**config.mk**
```make
export PLATFORM = sky130hd
export DESIGN_NAME = rr_line_arbiter
export DESIGN_NICKNAME = d
export VERILOG_FILES = /design/src/rtl/rr_line_arbiter_pkg.sv /design/src/rtl/rr_line_arbiter_rr_pick.sv /design/src/rtl/rr_line_arbiter.sv
export SDC_FILE = /design/constraint.sdc
export NUM_CORES = 1
export LEC_CHECK = 0
export CAP_MARGIN = 0
export CELL_PAD_IN_SITES_DETAIL_PLACEMENT = 1
export CELL_PAD_IN_SITES_GLOBAL_PLACEMENT = 1
export CORE_AREA = 2 2 281 283
export CTS_CLUSTER_SIZE = 24
export DETAILED_ROUTE_END_ITERATION = 6
export DIE_AREA = 0 0 283 285
export GPL_TIMING_DRIVEN = 0
export PLACE_DENSITY = 0.52
export SLEW_MARGIN = 40
export SYNTH_ARGS = -nofsm -noshare
export SYNTH_HDL_FRONTEND = slang
export SYNTH_HIERARCHICAL = 1
export SYNTH_SLANG_ARGS = --single-unit
```
**constraint.sdc**
```tcl
create_clock -name clk -period 3 [get_ports clk]
set_input_delay 0.3 -clock clk [delete_from_list [all_inputs] [get_ports clk]]
set_output_delay 0.3 -clock clk [all_outputs]
set_load 0.02 [all_outputs]
```
**src/rtl/rr_line_arbiter_pkg.sv**
```systemverilog
// Shared types for the L1/L2 line arbiter.
//   lc3b_types : physical-memory line and address types used for default widths
//   arb_types  : arbiter state enum and policy constants

package lc3b_types;
    typedef logic [127:0] lc3b_pmem_line;
    typedef logic [15:0]  lc3b_pmem_addr;
endpackage

package arb_types;
    typedef enum logic [1:0] {
        IDLE = 2'd0,
        BUSY = 2'd1,
        RESP = 2'd2
    } arb_state_t;

    localparam int ARB_FIXED = 0;
    localparam int ARB_RR    = 1;
endpackage

```
**src/rtl/rr_line_arbiter_rr_pick.sv**
```systemverilog
// rr_pick: combinational rotate-priority encoder.
// Scans the pending vector starting at index ptr, wrapping around, and
// returns the first pending port. With ptr tied to 0 it is a plain
// lowest-index-wins priority encoder.
// Ports:
//   pending : per-port request vector
//   ptr     : index where the scan starts
//   grant   : one-hot winner (zero when nothing is pending)
//   index   : binary winner index (zero when nothing is pending)
//   valid   : at least one port is pending

module rr_pick #(
    parameter int NUM_PORTS = 2,
    parameter int IDX_W     = (NUM_PORTS > 1) ? $clog2(NUM_PORTS) : 1
) (
    input  logic [NUM_PORTS-1:0] pending,
    input  logic [IDX_W-1:0]     ptr,
    output logic [NUM_PORTS-1:0] grant,
    output logic [IDX_W-1:0]     index,
    output logic                 valid
);

    int               pos;
    logic [IDX_W-1:0] pos_idx;

    always_comb begin
        grant   = '0;
        index   = '0;
        valid   = 1'b0;
        pos     = 0;
        pos_idx = '0;
        for (int i = 0; i < NUM_PORTS; i++) begin
            pos = int'(ptr) + i;
            if (pos >= NUM_PORTS) begin
                pos = pos - NUM_PORTS;
            end
            pos_idx = IDX_W'(pos);
            if (!valid && pending[pos_idx]) begin
                valid          = 1'b1;
                grant[pos_idx] = 1'b1;
                index          = pos_idx;
            end
        end
    end

endmodule

```
**src/rtl/rr_line_arbiter.sv**
```systemverilog
// rr_line_arbiter: N-port whole-line arbiter between L1 caches and L2.
// One transaction at a time is latched, issued downstream, and completed with
// a one-cycle req_resp pulse to the winning port. Policy is round-robin
// (RR_MODE=ARB_RR) or fixed lowest-index priority (RR_MODE=ARB_FIXED).
// Ports:
//   clk, rst_n                 : clock, async active-low reset
//   req_read/req_write         : per-port level requests, held until req_resp
//   req_address/req_wdata      : per-port packed address and write line
//   req_resp                   : one-hot completion pulse
//   req_rdata                  : shared read line, valid with req_resp
//   pmem_read/pmem_write       : downstream command, held for the whole BUSY state
//   pmem_address/pmem_wdata    : downstream address and write line
//   pmem_resp/pmem_rdata       : downstream completion and read line
//   grant_count                : per-port saturating completed-transaction counters

module rr_line_arbiter
    import lc3b_types::*;
    import arb_types::*;
#(
    parameter int NUM_PORTS  = 2,
    parameter int LINE_WIDTH = $bits(lc3b_pmem_line),
    parameter int ADDR_WIDTH = $bits(lc3b_pmem_addr),
    parameter int RR_MODE    = ARB_RR,
    parameter int CNT_WIDTH  = 16
) (
    input  logic                            clk,
    input  logic                            rst_n,
    input  logic [NUM_PORTS-1:0]            req_read,
    input  logic [NUM_PORTS-1:0]            req_write,
    input  logic [NUM_PORTS*ADDR_WIDTH-1:0] req_address,
    input  logic [NUM_PORTS*LINE_WIDTH-1:0] req_wdata,
    output logic [NUM_PORTS-1:0]            req_resp,
    output logic [LINE_WIDTH-1:0]           req_rdata,
    output logic                            pmem_read,
    output logic                            pmem_write,
    output logic [ADDR_WIDTH-1:0]           pmem_address,
    output logic [LINE_WIDTH-1:0]           pmem_wdata,
    input  logic                            pmem_resp,
    input  logic [LINE_WIDTH-1:0]           pmem_rdata,
    output logic [NUM_PORTS*CNT_WIDTH-1:0]  grant_count
);

    localparam int               IDX_W    = (NUM_PORTS > 1) ? $clog2(NUM_PORTS) : 1;
    localparam logic [IDX_W-1:0] LAST_IDX = IDX_W'(NUM_PORTS - 1);

    arb_state_t           state;
    logic [IDX_W-1:0]     ptr;
    logic [IDX_W-1:0]     gnt_idx;
    logic [NUM_PORTS-1:0] gnt_onehot;

    logic [NUM_PORTS-1:0] pending;
    logic [IDX_W-1:0]     pick_ptr;
    logic [NUM_PORTS-1:0] pick_grant;
    logic [IDX_W-1:0]     pick_idx;
    logic                 pick_valid;

    logic [ADDR_WIDTH-1:0] addr_arr  [NUM_PORTS];
    logic [LINE_WIDTH-1:0] wdata_arr [NUM_PORTS];
    logic [CNT_WIDTH-1:0]  cnt       [NUM_PORTS];

    for (genvar i = 0; i < NUM_PORTS; i++) begin : g_port
        assign addr_arr[i]  = req_address[i*ADDR_WIDTH +: ADDR_WIDTH];
        assign wdata_arr[i] = req_wdata[i*LINE_WIDTH +: LINE_WIDTH];
        assign grant_count[i*CNT_WIDTH +: CNT_WIDTH] = cnt[i];
    end

    assign pending = req_read | req_write;

    // Fixed priority is the rotate encoder with the scan always starting at 0.
    assign pick_ptr = (RR_MODE == ARB_RR) ? ptr : '0;

    rr_pick #(
        .NUM_PORTS (NUM_PORTS),
        .IDX_W     (IDX_W)
    ) u_pick (
        .pending (pending),
        .ptr     (pick_ptr),
        .grant   (pick_grant),
        .index   (pick_idx),
        .valid   (pick_valid)
    );

    always_ff @(posedge clk or negedge rst_n) begin
        if (!rst_n) begin
            state        <= IDLE;
            ptr          <= '0;
            gnt_idx      <= '0;
            gnt_onehot   <= '0;
            req_resp     <= '0;
            req_rdata    <= '0;
            pmem_read    <= 1'b0;
            pmem_write   <= 1'b0;
            pmem_address <= '0;
            pmem_wdata   <= '0;
            for (int i = 0; i < NUM_PORTS; i++) begin
                cnt[i] <= '0;
            end
        end else begin
            case (state)
                IDLE: begin
                    if (pick_valid) begin
                        gnt_idx      <= pick_idx;
                        gnt_onehot   <= pick_grant;
                        pmem_address <= addr_arr[pick_idx];
                        pmem_wdata   <= wdata_arr[pick_idx];
                        // A port raising both read and write is served as a write.
                        pmem_write   <= req_write[pick_idx];
                        pmem_read    <= ~req_write[pick_idx];
                        state        <= BUSY;
                    end
                end
                BUSY: begin
                    if (pmem_resp) begin
                        req_rdata  <= pmem_rdata;
                        pmem_read  <= 1'b0;
                        pmem_write <= 1'b0;
                        req_resp   <= gnt_onehot;
                        state      <= RESP;
                    end
                end
                RESP: begin
                    req_resp <= '0;
                    state    <= IDLE;
                    if (RR_MODE == ARB_RR) begin
                        ptr <= (gnt_idx == LAST_IDX) ? '0 : gnt_idx + 1'b1;
                    end
                    if (cnt[gnt_idx] != '1) begin
                        cnt[gnt_idx] <= cnt[gnt_idx] + 1'b1;
                    end
                end
                default: begin
                    state <= IDLE;
                end
            endcase
        end
    end

endmodule
```
==> results of run 1 <==
cells in the mapped netlist (all sizes together), types with 3 or more instances:
cell type	count
nand3b	9
nor2	149
a22oi	5
nand4	9
inv	6
mux2	13
or2	4
o21ai	4
a21boi	4
mux2i	153
nand3	24
xor2	3
buf	28
a21oi	149
a31oi	8
xnor2	18
clkbuf	57
dfrtp	314
nand2	394
registers in the layout (all words and copies together), names as in the netlist:
signal / cells
pick_ptr: 1
gnt_idx: 1
pmem_wdata: 128
pmem_write: 1
grant_count: 32
state: 2
gnt_onehot: 2
pmem_read: 1
req_rdata: 128
pmem_address: 16
req_resp: 2
layout make-up:
class	instances	area [sq um]
fillers	8893	54300
flip-flops and latches	314	7860
repair buffers	736	7460
multi-input cells	961	5220
clock buffers	68	1340
well taps	1050	1310
plain buffers	85	378
clock inverters	4	30.0
diodes	10	25.0
inverters	6	22.5
per-layer routing:
metal	global-route usage (%)	vias up	routed length [um]
met5	0	-	54
met4	5.85	8	2250
met3	6.06	101	5720
met2	28.5	477	33900
met1	18.5	6388	26500
li1	-	6079	-
where the power goes:
part | internal [mW] | switching (mW)
registers | 6.16 | 1.11
logic | 5.23 | 7.16
clock network | 3.04 | 1.98
total | 14.4 | 10.2
critical path, cell delays in order, from the launching register on:
cell and delay [ps]:
dfrtp_1 390, buf_6 160, buf_6 160, mux2i_1 160, inv_1 80, ha_1 200
inv_1 110, a211oi_2 480, nand4b_1 230, xor2_1 220, mux2_2 260
kinds of logic after synthesis:
| family | Yosys count | share of synthesized area (%) |
|---|---|---|
| and+or+nand+nor | 598 | 17.8 |
| muxes | 166 | 12.5 |
| adders and majority gates | 1 | 0.0929 |
| buffers and inverters | 91 | 2.87 |
| AOI/OAI and AO/OA | 175 | 6.99 |
| xor gates and xnor gates | 21 | 1.37 |
| DFF | 314 | 58.4 |
how the worst min path moves through the flow:
stage	start	to	slack, ps
detailed placement	rst_n	req_rdata[23]	250
finish	rst_n	req_rdata[27]	250
global route	pmem_rdata[47]	req_rdata[47]	250
global placement	req_rdata[29]	req_rdata[29]	460
CTS	rst_n	req_rdata[27]	220
floorplan	rst_n	gnt_idx	4
through the flow:
step	cells	hold slack, ps	setup WS [ps]	util (%)
5_1_grt	3229	255	302	30.3
3_5_place_dp	3151	250	-66.9	28.5
3_3_place_gp	3146	459	-13370	28.3
6_report	3234	254	433	30.3
4_1_cts	3224	221	260	30.3
2_1_floorplan	1366	4.41	944	-
==> results_dict.tcl, run 1 <==
set metrics [dict create \
    max_freq_mhz 390 \
    critPathLaunchType "register" \
    dieArea_sq_mm 0.0807 \
    num_vias 13100 \
    grt_pass1_vias 14500 \
    firstDrtPassIters 4 \
    netlist_instances 1366 \
    track_usage_pct 16.5 \
    place_area_sq_mm 0.0222 \
    reg2reg_depth 10 \
    finalCritPeriodShare_pct 85.6 \
    synth.yosys.seq_area_share_pct 58.4 \
    core_area_sq_mm 0.0780 \
    layout.nets 2570 \
    antenna_found_initial 9 \
    design_area_sq_mm 0.0236 \
    outcome "completed" \
    crit_type "register to register" \
    cts_tree "yes" \
    cts-root-buf "clkbuf_16" \
    area_growth_pct 75.7 \
    synthTopCellsByArea "dfrtp_1 (58%), mux2i_1 (11%), nand2_1 (11%)" \
    clock-sinks 314 \
    holdBufCountCts 1 \
    viasPerCell 4.04 \
    gp_congestion 0.910 \
    ctsResizeCount 0 \
    crit_end "grant_count[30]" \
    synth.largest_area_cell "dfrtp_1" \
    rows 103 \
    rr_endpoint "grant_count[30]" \
    clk_pin_slew_ps 60 \
    cp.required_ps 3440 \
    min_path_type "input pin to asynchronous set/reset pin" \
    ir_worst_vdd_mv 0.555 \
    final_cell_mix "clkdlybuf4s50_1 (729), nand2_1 (392), dfrtp_1 (314)" \
    drive_gt1_share_pct 5.75 \
    worst_pin_slew_ps 769 \
    final_common_cell "clkdlybuf4s50_1" \
    drt-total-wl_mm 68.4 \
    worstPathMaxFanout 10 \
    p_leak_nw 10.2 \
    post-route-min-period_ps 2570 \
    p_per_area_mw_per_mm2 1040 \
    yosysWarnings 6 \
    port_buffers 730 \
    reg2reg_from "gnt_idx" \
    relSlewSlack_pct 48.7 \
    finalHoldViolations 0 \
    critPathLaunch "gnt_idx" \
    clk_path_buf_depth 3 \
    num_io_pins 731 \
    grt_max_degree 64 \
    setup-tns-final_ps 0 \
    synth.distinct_cells 40 \
    async_flop_share_pct 100 \
    htreeDepth 2 \
    grt-ovfl-total 0 \
    syn_area_sq_mm 0.0135 \
    end_kind "register" \
    rsz0062_at_grt "no" \
    finalPower_mw 24.7 \
    r2r_slack_ps 430 \
    cts_post_setup_buffers_inserted 0 \
    grt_first_pass_wirelength_mm 99.1 \
    avgRoutedWirePerCell_um 21.2 \
    finalSetupViolations 0 \
    worst_ep_arrival_time_ps 3000 \
    ant_nets 0 \
    numCtsBuffers 42 \
    start_util_pct 17.3 \
    synth_edf_count 0 \
    drt_iter0_markers 490 \
    die-height_um 285 \
    die_w_um 283 \
    drc_errors 0 \
    synth_top_area_share_pct 58.4 \
    syn-mean-instance-area_sq_um 9.85 \
    drv_slew 0 \
    skew_ps 20.0 \
    dp.final_hpwl_mm 55.1 \
    synth_flop_cell "dfrtp_1" \
    maxCapViolCount 0 \
    synth-seq-cells 314 \
    clk_latency_ps 560 \
    synthesis.nets 1790 \
]
Note: power is estimated with default switching activity, not from simulation.
==> run 2, diff against run 1 <==
- GPL_TIMING_DRIVEN: 0 -> default
- clock period: 3 -> 2.9 ns (I/O delays scaled with it)
==> results_dict.tcl, run 2 (same netlist as run 1, synthesis figures left out) <==
set metrics [dict create \
    outcome "completed" \
    final_cell_mix "clkdlybuf4s50_1 (729), nand2_1 (392), dfrtp_1 (314)" \
    final_common_cell "clkdlybuf4s50_1" \
    num_vias 12700 \
    cts_tree "yes" \
    drive_gt1_share_pct 6.14 \
    viasPerCell 4.00 \
    port_buffers 730 \
    design_area_sq_mm 0.0236 \
    final-instance-count-excl-fill 3190 \
    finalSetupViolations 0 \
    avgRoutedWirePerCell_um 20.0 \
    worst_ep_arrival_time_ps 2680 \
    relSlewSlack_pct 49.6 \
    num_io_pins 731 \
    power.switching_mw 10.2 \
    worstPathMaxFanout 7 \
    crit_type "register to register" \
    firstDrtPassIters 4 \
    drt-total-wl_mm 63.7 \
    fill_cells 8868 \
    clock-sinks 314 \
    critPathLaunchType "register" \
    cts-root-buf "clkbuf_16" \
    drc_errors 0 \
    clk_pin_slew_ps 60 \
    die_w_um 283 \
    antenna_found_initial 11 \
    p_int_mw 15.0 \
    swShare_pct 40.4 \
    combPwrFrac_pct 49.5 \
    p_per_area_mw_per_mm2 1060 \
    dieArea_sq_mm 0.0807 \
    placed_cells 3105 \
    grt-ovfl-total 0 \
    htreeDepth 2 \
    max_freq_mhz 444 \
    ant_nets 0 \
    cp_slowest_cell "dfrtp_1" \
    grt_first_pass_wirelength_mm 93.1 \
    rows 103 \
    ir_worst_vdd_mv 0.491 \
    power.share.clock_pct 20.5 \
    finalCritPeriodShare_pct 77.7 \
    skew_ps 18.6 \
    area_growth_pct 75.5 \
    start_util_pct 17.3 \
    ctsResizeCount 0 \
    rsz0062_at_grt "no" \
    maxCapViolCount 0 \
    track_usage_pct 15.3 \
    path_cells "mux2i_1, inv_1, ha_1, inv_1, a211oi_2, nand4b_1, xor2_1, mux2_2" \
    worst_pin_slew_ps 756 \
    dp.final_hpwl_mm 49.7 \
    place_area_sq_mm 0.0222 \
    post-route-min-period_ps 2250 \
    cpPeakStageDelay_ps 520 \
    die-height_um 285 \
    path_buf_inv 2 \
    gp_congestion 0.848 \
    critPathMostFrequentCell "inv_1" \
    end_kind "register" \
    drv_slew 0 \
    grt_max_degree 131 \
    clk_path_buf_depth 3 \
    core_area_sq_mm 0.0780 \
    finalHoldViolations 0 \
    p_leak_nw 10.2 \
    clk_latency_ps 560 \
    layout.nets 2525 \
    numCtsBuffers 43 \
    min_path_type "input pin to asynchronous set/reset pin" \
    seqPwrFrac_pct 30.1 \
    drt_iter0_markers 367 \
    setup-tns-final_ps 0 \
    cp.required_ps 3330 \
    grt_pass1_vias 14000 \
    cp_top_family "flip-flops" \
]
[run 2: layer usage]
metal	wire, um	up-vias	GRT usage, %
met5	60	-	0
met4	1710	10	5.24
met3	5460	100	5.93
met2	32100	429	27.2
met1	24400	6214	16.5
li1	-	5993	-
[run 2: layout make-up]
cell class | count | area (sq um) | share of cell area, %
clock buffer | 65 | 1250 | 5.30
clock inverter | 13 | 101 | 0.429
timing repair buffer | 775 | 7830 | 33.1
multi-input combinational | 961 | 5230 | 22.2
inverter | 6 | 25.0 | 0.106
sequential | 314 | 7860 | 33.3
tap | 1050 | 1310 | 5.56
antenna | 6 | 15.0 | 0.0636
[run 2: worst paths after layout]
| kind | endpoint | slack [ps] | startpoint | depth (start not counted) |
|---|---|---|---|---|
| worst min-delay path | req_rdata[32] | 240 | rst_n | 2 |
| worst min register to register | req_rdata[71] | 470 | req_rdata[71] | 2 |
| worst max-delay path | grant_count[30] | 650 | gnt_idx | 8 |
| min in group clk | req_rdata[64] | 260 | pmem_rdata[64] | 3 |
| worst max register to register | grant_count[30] | 650 | gnt_idx | 8 |
| max in group asynchronous | pmem_wdata[44] | 1730 | rst_n | 3 |
[run 2: power by group through the flow]
stage / registers, mW / clock network (mW) / logic, mW
4_1_cts: 7.61 / 5.39 / 12.7
3_5_place_dp: 7.64 / 0 / 12.6
3_3_place_gp: 7.55 / 0 / 12.5
5_1_grt: 7.86 / 5.54 / 13.4
2_1_floorplan: 9.79 / 0 / 3.73
6_report: 7.57 / 5.15 / 12.4
[run 2: repair_timing]
action                                  4_1_cts  5_1_grt
endpoints found under the setup margin        0        0
setup buffers                                 0        0
hold endpoints to repair                     41        0
hold buffers                                  1        0
[run 2: metrics by stage]
stage	utilization [%]	hold slack, ps	setup slack (ps)	power, mW
after floorplan	-	-5.59	844	13.5
after global placement	28.5	256	490	20.0
after detailed placement	28.5	262	465	20.3
after CTS	30.3	205	626	25.7
after global routing	30.3	236	431	26.8
final	30.3	239	646	25.2
==> run 3, diff against run 2 <==
- PLACE_DENSITY: 0.52 -> 0.54
- clock period: 2.9 -> 1.8 ns (I/O delays scaled with it)
==> results_dict.tcl, run 3 (same netlist as run 1, synthesis figures left out) <==
set metrics [dict create \
    htreeDepth 2 \
    crit_type "register to register" \
    avgRoutedWirePerCell_um 19.1 \
    reg2reg_from "gnt_idx" \
    design_area_sq_mm 0.0248 \
    cp_slowest_cell "dfrtp_1" \
    finalPower_mw 42.2 \
    place_area_sq_mm 0.0231 \
    cpPeakStageDelay_ps 400 \
    critPathLaunchType "register" \
    drt_iter0_markers 556 \
    clk_latency_ps 550 \
    grt_first_pass_wirelength_mm 93.3 \
    p_leak_nw 11.3 \
    worst_ep_arrival_time_ps 2490 \
    grt_pass1_vias 14600 \
    p_per_area_mw_per_mm2 1700 \
    dp.final_hpwl_mm 49.6 \
    finalHoldViolations 0 \
    drv_slew 0 \
    final-instance-count-excl-fill 3291 \
    drc_errors 0 \
    clk_pin_slew_ps 60 \
    die-height_um 285 \
    pre_cts_slack_ps -586 \
    wl_met3_mm 5.23 \
    final_cell_mix "clkdlybuf4s50_1 (651), nand2_1 (392), dfrtp_1 (314)" \
    core_area_sq_mm 0.0780 \
    drive_gt1_share_pct 11.9 \
    grt-ovfl-total 0 \
    finalSetupViolations 32 \
    clk_path_buf_depth 3 \
    cp.required_ps 2220 \
    setup-tns-final_ps -6960 \
    violations "negative setup slack" \
    holdWs_ps 157 \
    rr_endpoint "grant_count[4]" \
    path_cells "buf_12, mux2i_4, inv_2, ha_4, inv_4, a211oi_4, nand4_4, buf_6, buf_6, a31oi_1, a31oi_1" \
    gp_congestion 0.842 \
    outcome "finished with violations" \
    numCtsBuffers 40 \
    start_util_pct 17.3 \
    cp_top_family "buffers and inverters" \
    skew_ps 11.6 \
    r2r_slack_ps -270 \
    finalCritPeriodShare_pct 115 \
    ir_worst_vdd_mv 0.812 \
    ant_nets 0 \
    rows 103 \
    layout.nets 2630 \
    max_freq_mhz 484 \
    met1_length_mm 23.9 \
    antenna_found_initial 6 \
    cp_num_cells 11 \
    port_buffers 730 \
    final_common_cell "clkdlybuf4s50_1" \
    cts_tree "yes" \
    fin_ws_ps -266 \
    path_buf_inv 5 \
    wl_met2_mm 32.3 \
    worstPathMaxFanout 8 \
    fin_util_pct 31.8 \
    relSlewSlack_pct 66.9 \
    post-route-min-period_ps 2070 \
    placed_cells 3203 \
    crit_end "grant_count[4]" \
    reg2reg_depth 11 \
    num_io_pins 731 \
    top_layer "met5" \
    drt-total-wl_mm 62.8 \
    min_path_type "input pin to register" \
    die_w_um 283 \
    critPathLaunch "gnt_idx" \
    whs_path_depth 3 \
    fill_cells 8813 \
    cts-root-buf "clkbuf_16" \
    area_growth_pct 84.2 \
    clock-sinks 314 \
    dieArea_sq_mm 0.0807 \
    firstDrtPassIters 4 \
    maxCapViolCount 0 \
    viasPerCell 3.98 \
    track_usage_pct 15.0 \
    worst_pin_slew_ps 497 \
    grt_max_degree 53 \
    end_kind "register" \
    num_vias 13100 \
    rsz0062_at_grt "yes" \
]
-- run 3: area by class of cell --
class                   count  area (sq um)  share of cell area [%]
clock buffers              55          1180                    4.75
repair buffers            883          8760                    35.3
clock inverters            15           181                   0.732
multi-input cells         961          5460                    22.0
diodes                      7          17.5                  0.0706
well taps                1050          1310                    5.30
flip-flops and latches    314          7860                    31.7
inverters                   6          27.5                   0.111
-- run 3: report_power, final --
part	total (mW)	leakage, nW	switching, mW	internal, mW
sequential	12.2	3.73	1.92	10.3
clock	8.38	0.678	3.24	5.13
combinational	21.6	6.85	11.6	10.0
-- run 3: timing repair --
item | in CTS | in global routing
pin swaps | 5 | 5
buffers inserted | 5 | 3
endpoints found under the hold margin | 112 | 0
endpoints found under the setup margin | 93 | 62
cloned | 1 | 1
gates resized for setup | 78 | 45
hold buffers | 1 | 0
-- run 3: worst min-delay path by stage --
stage | startpoint | slack, ps | end
floorplan | rst_n | -120 | gnt_idx
global placement | rst_n | 160 | pmem_address[10]
detailed placement | rst_n | 160 | pmem_address[10]
CTS | pmem_rdata[103] | 110 | req_rdata[103]
global route | pmem_rdata[5] | 130 | req_rdata[5]
finish | pmem_rdata[103] | 160 | req_rdata[103]
-- run 3: routing by layer --
| metal | vias to the layer above | track usage, % |
|---|---|---|
| met5 | - | 0 |
| met4 | 2 | 4.11 |
| met3 | 72 | 5.43 |
| met2 | 458 | 27.1 |
| met1 | 6387 | 16.6 |
| li1 | 6192 | - |
-- run 3: worst min-delay path, stage by stage --
cell and delay, ps:
clkdlybuf4s50_1 390, nand2_1 60, nand2_1 40
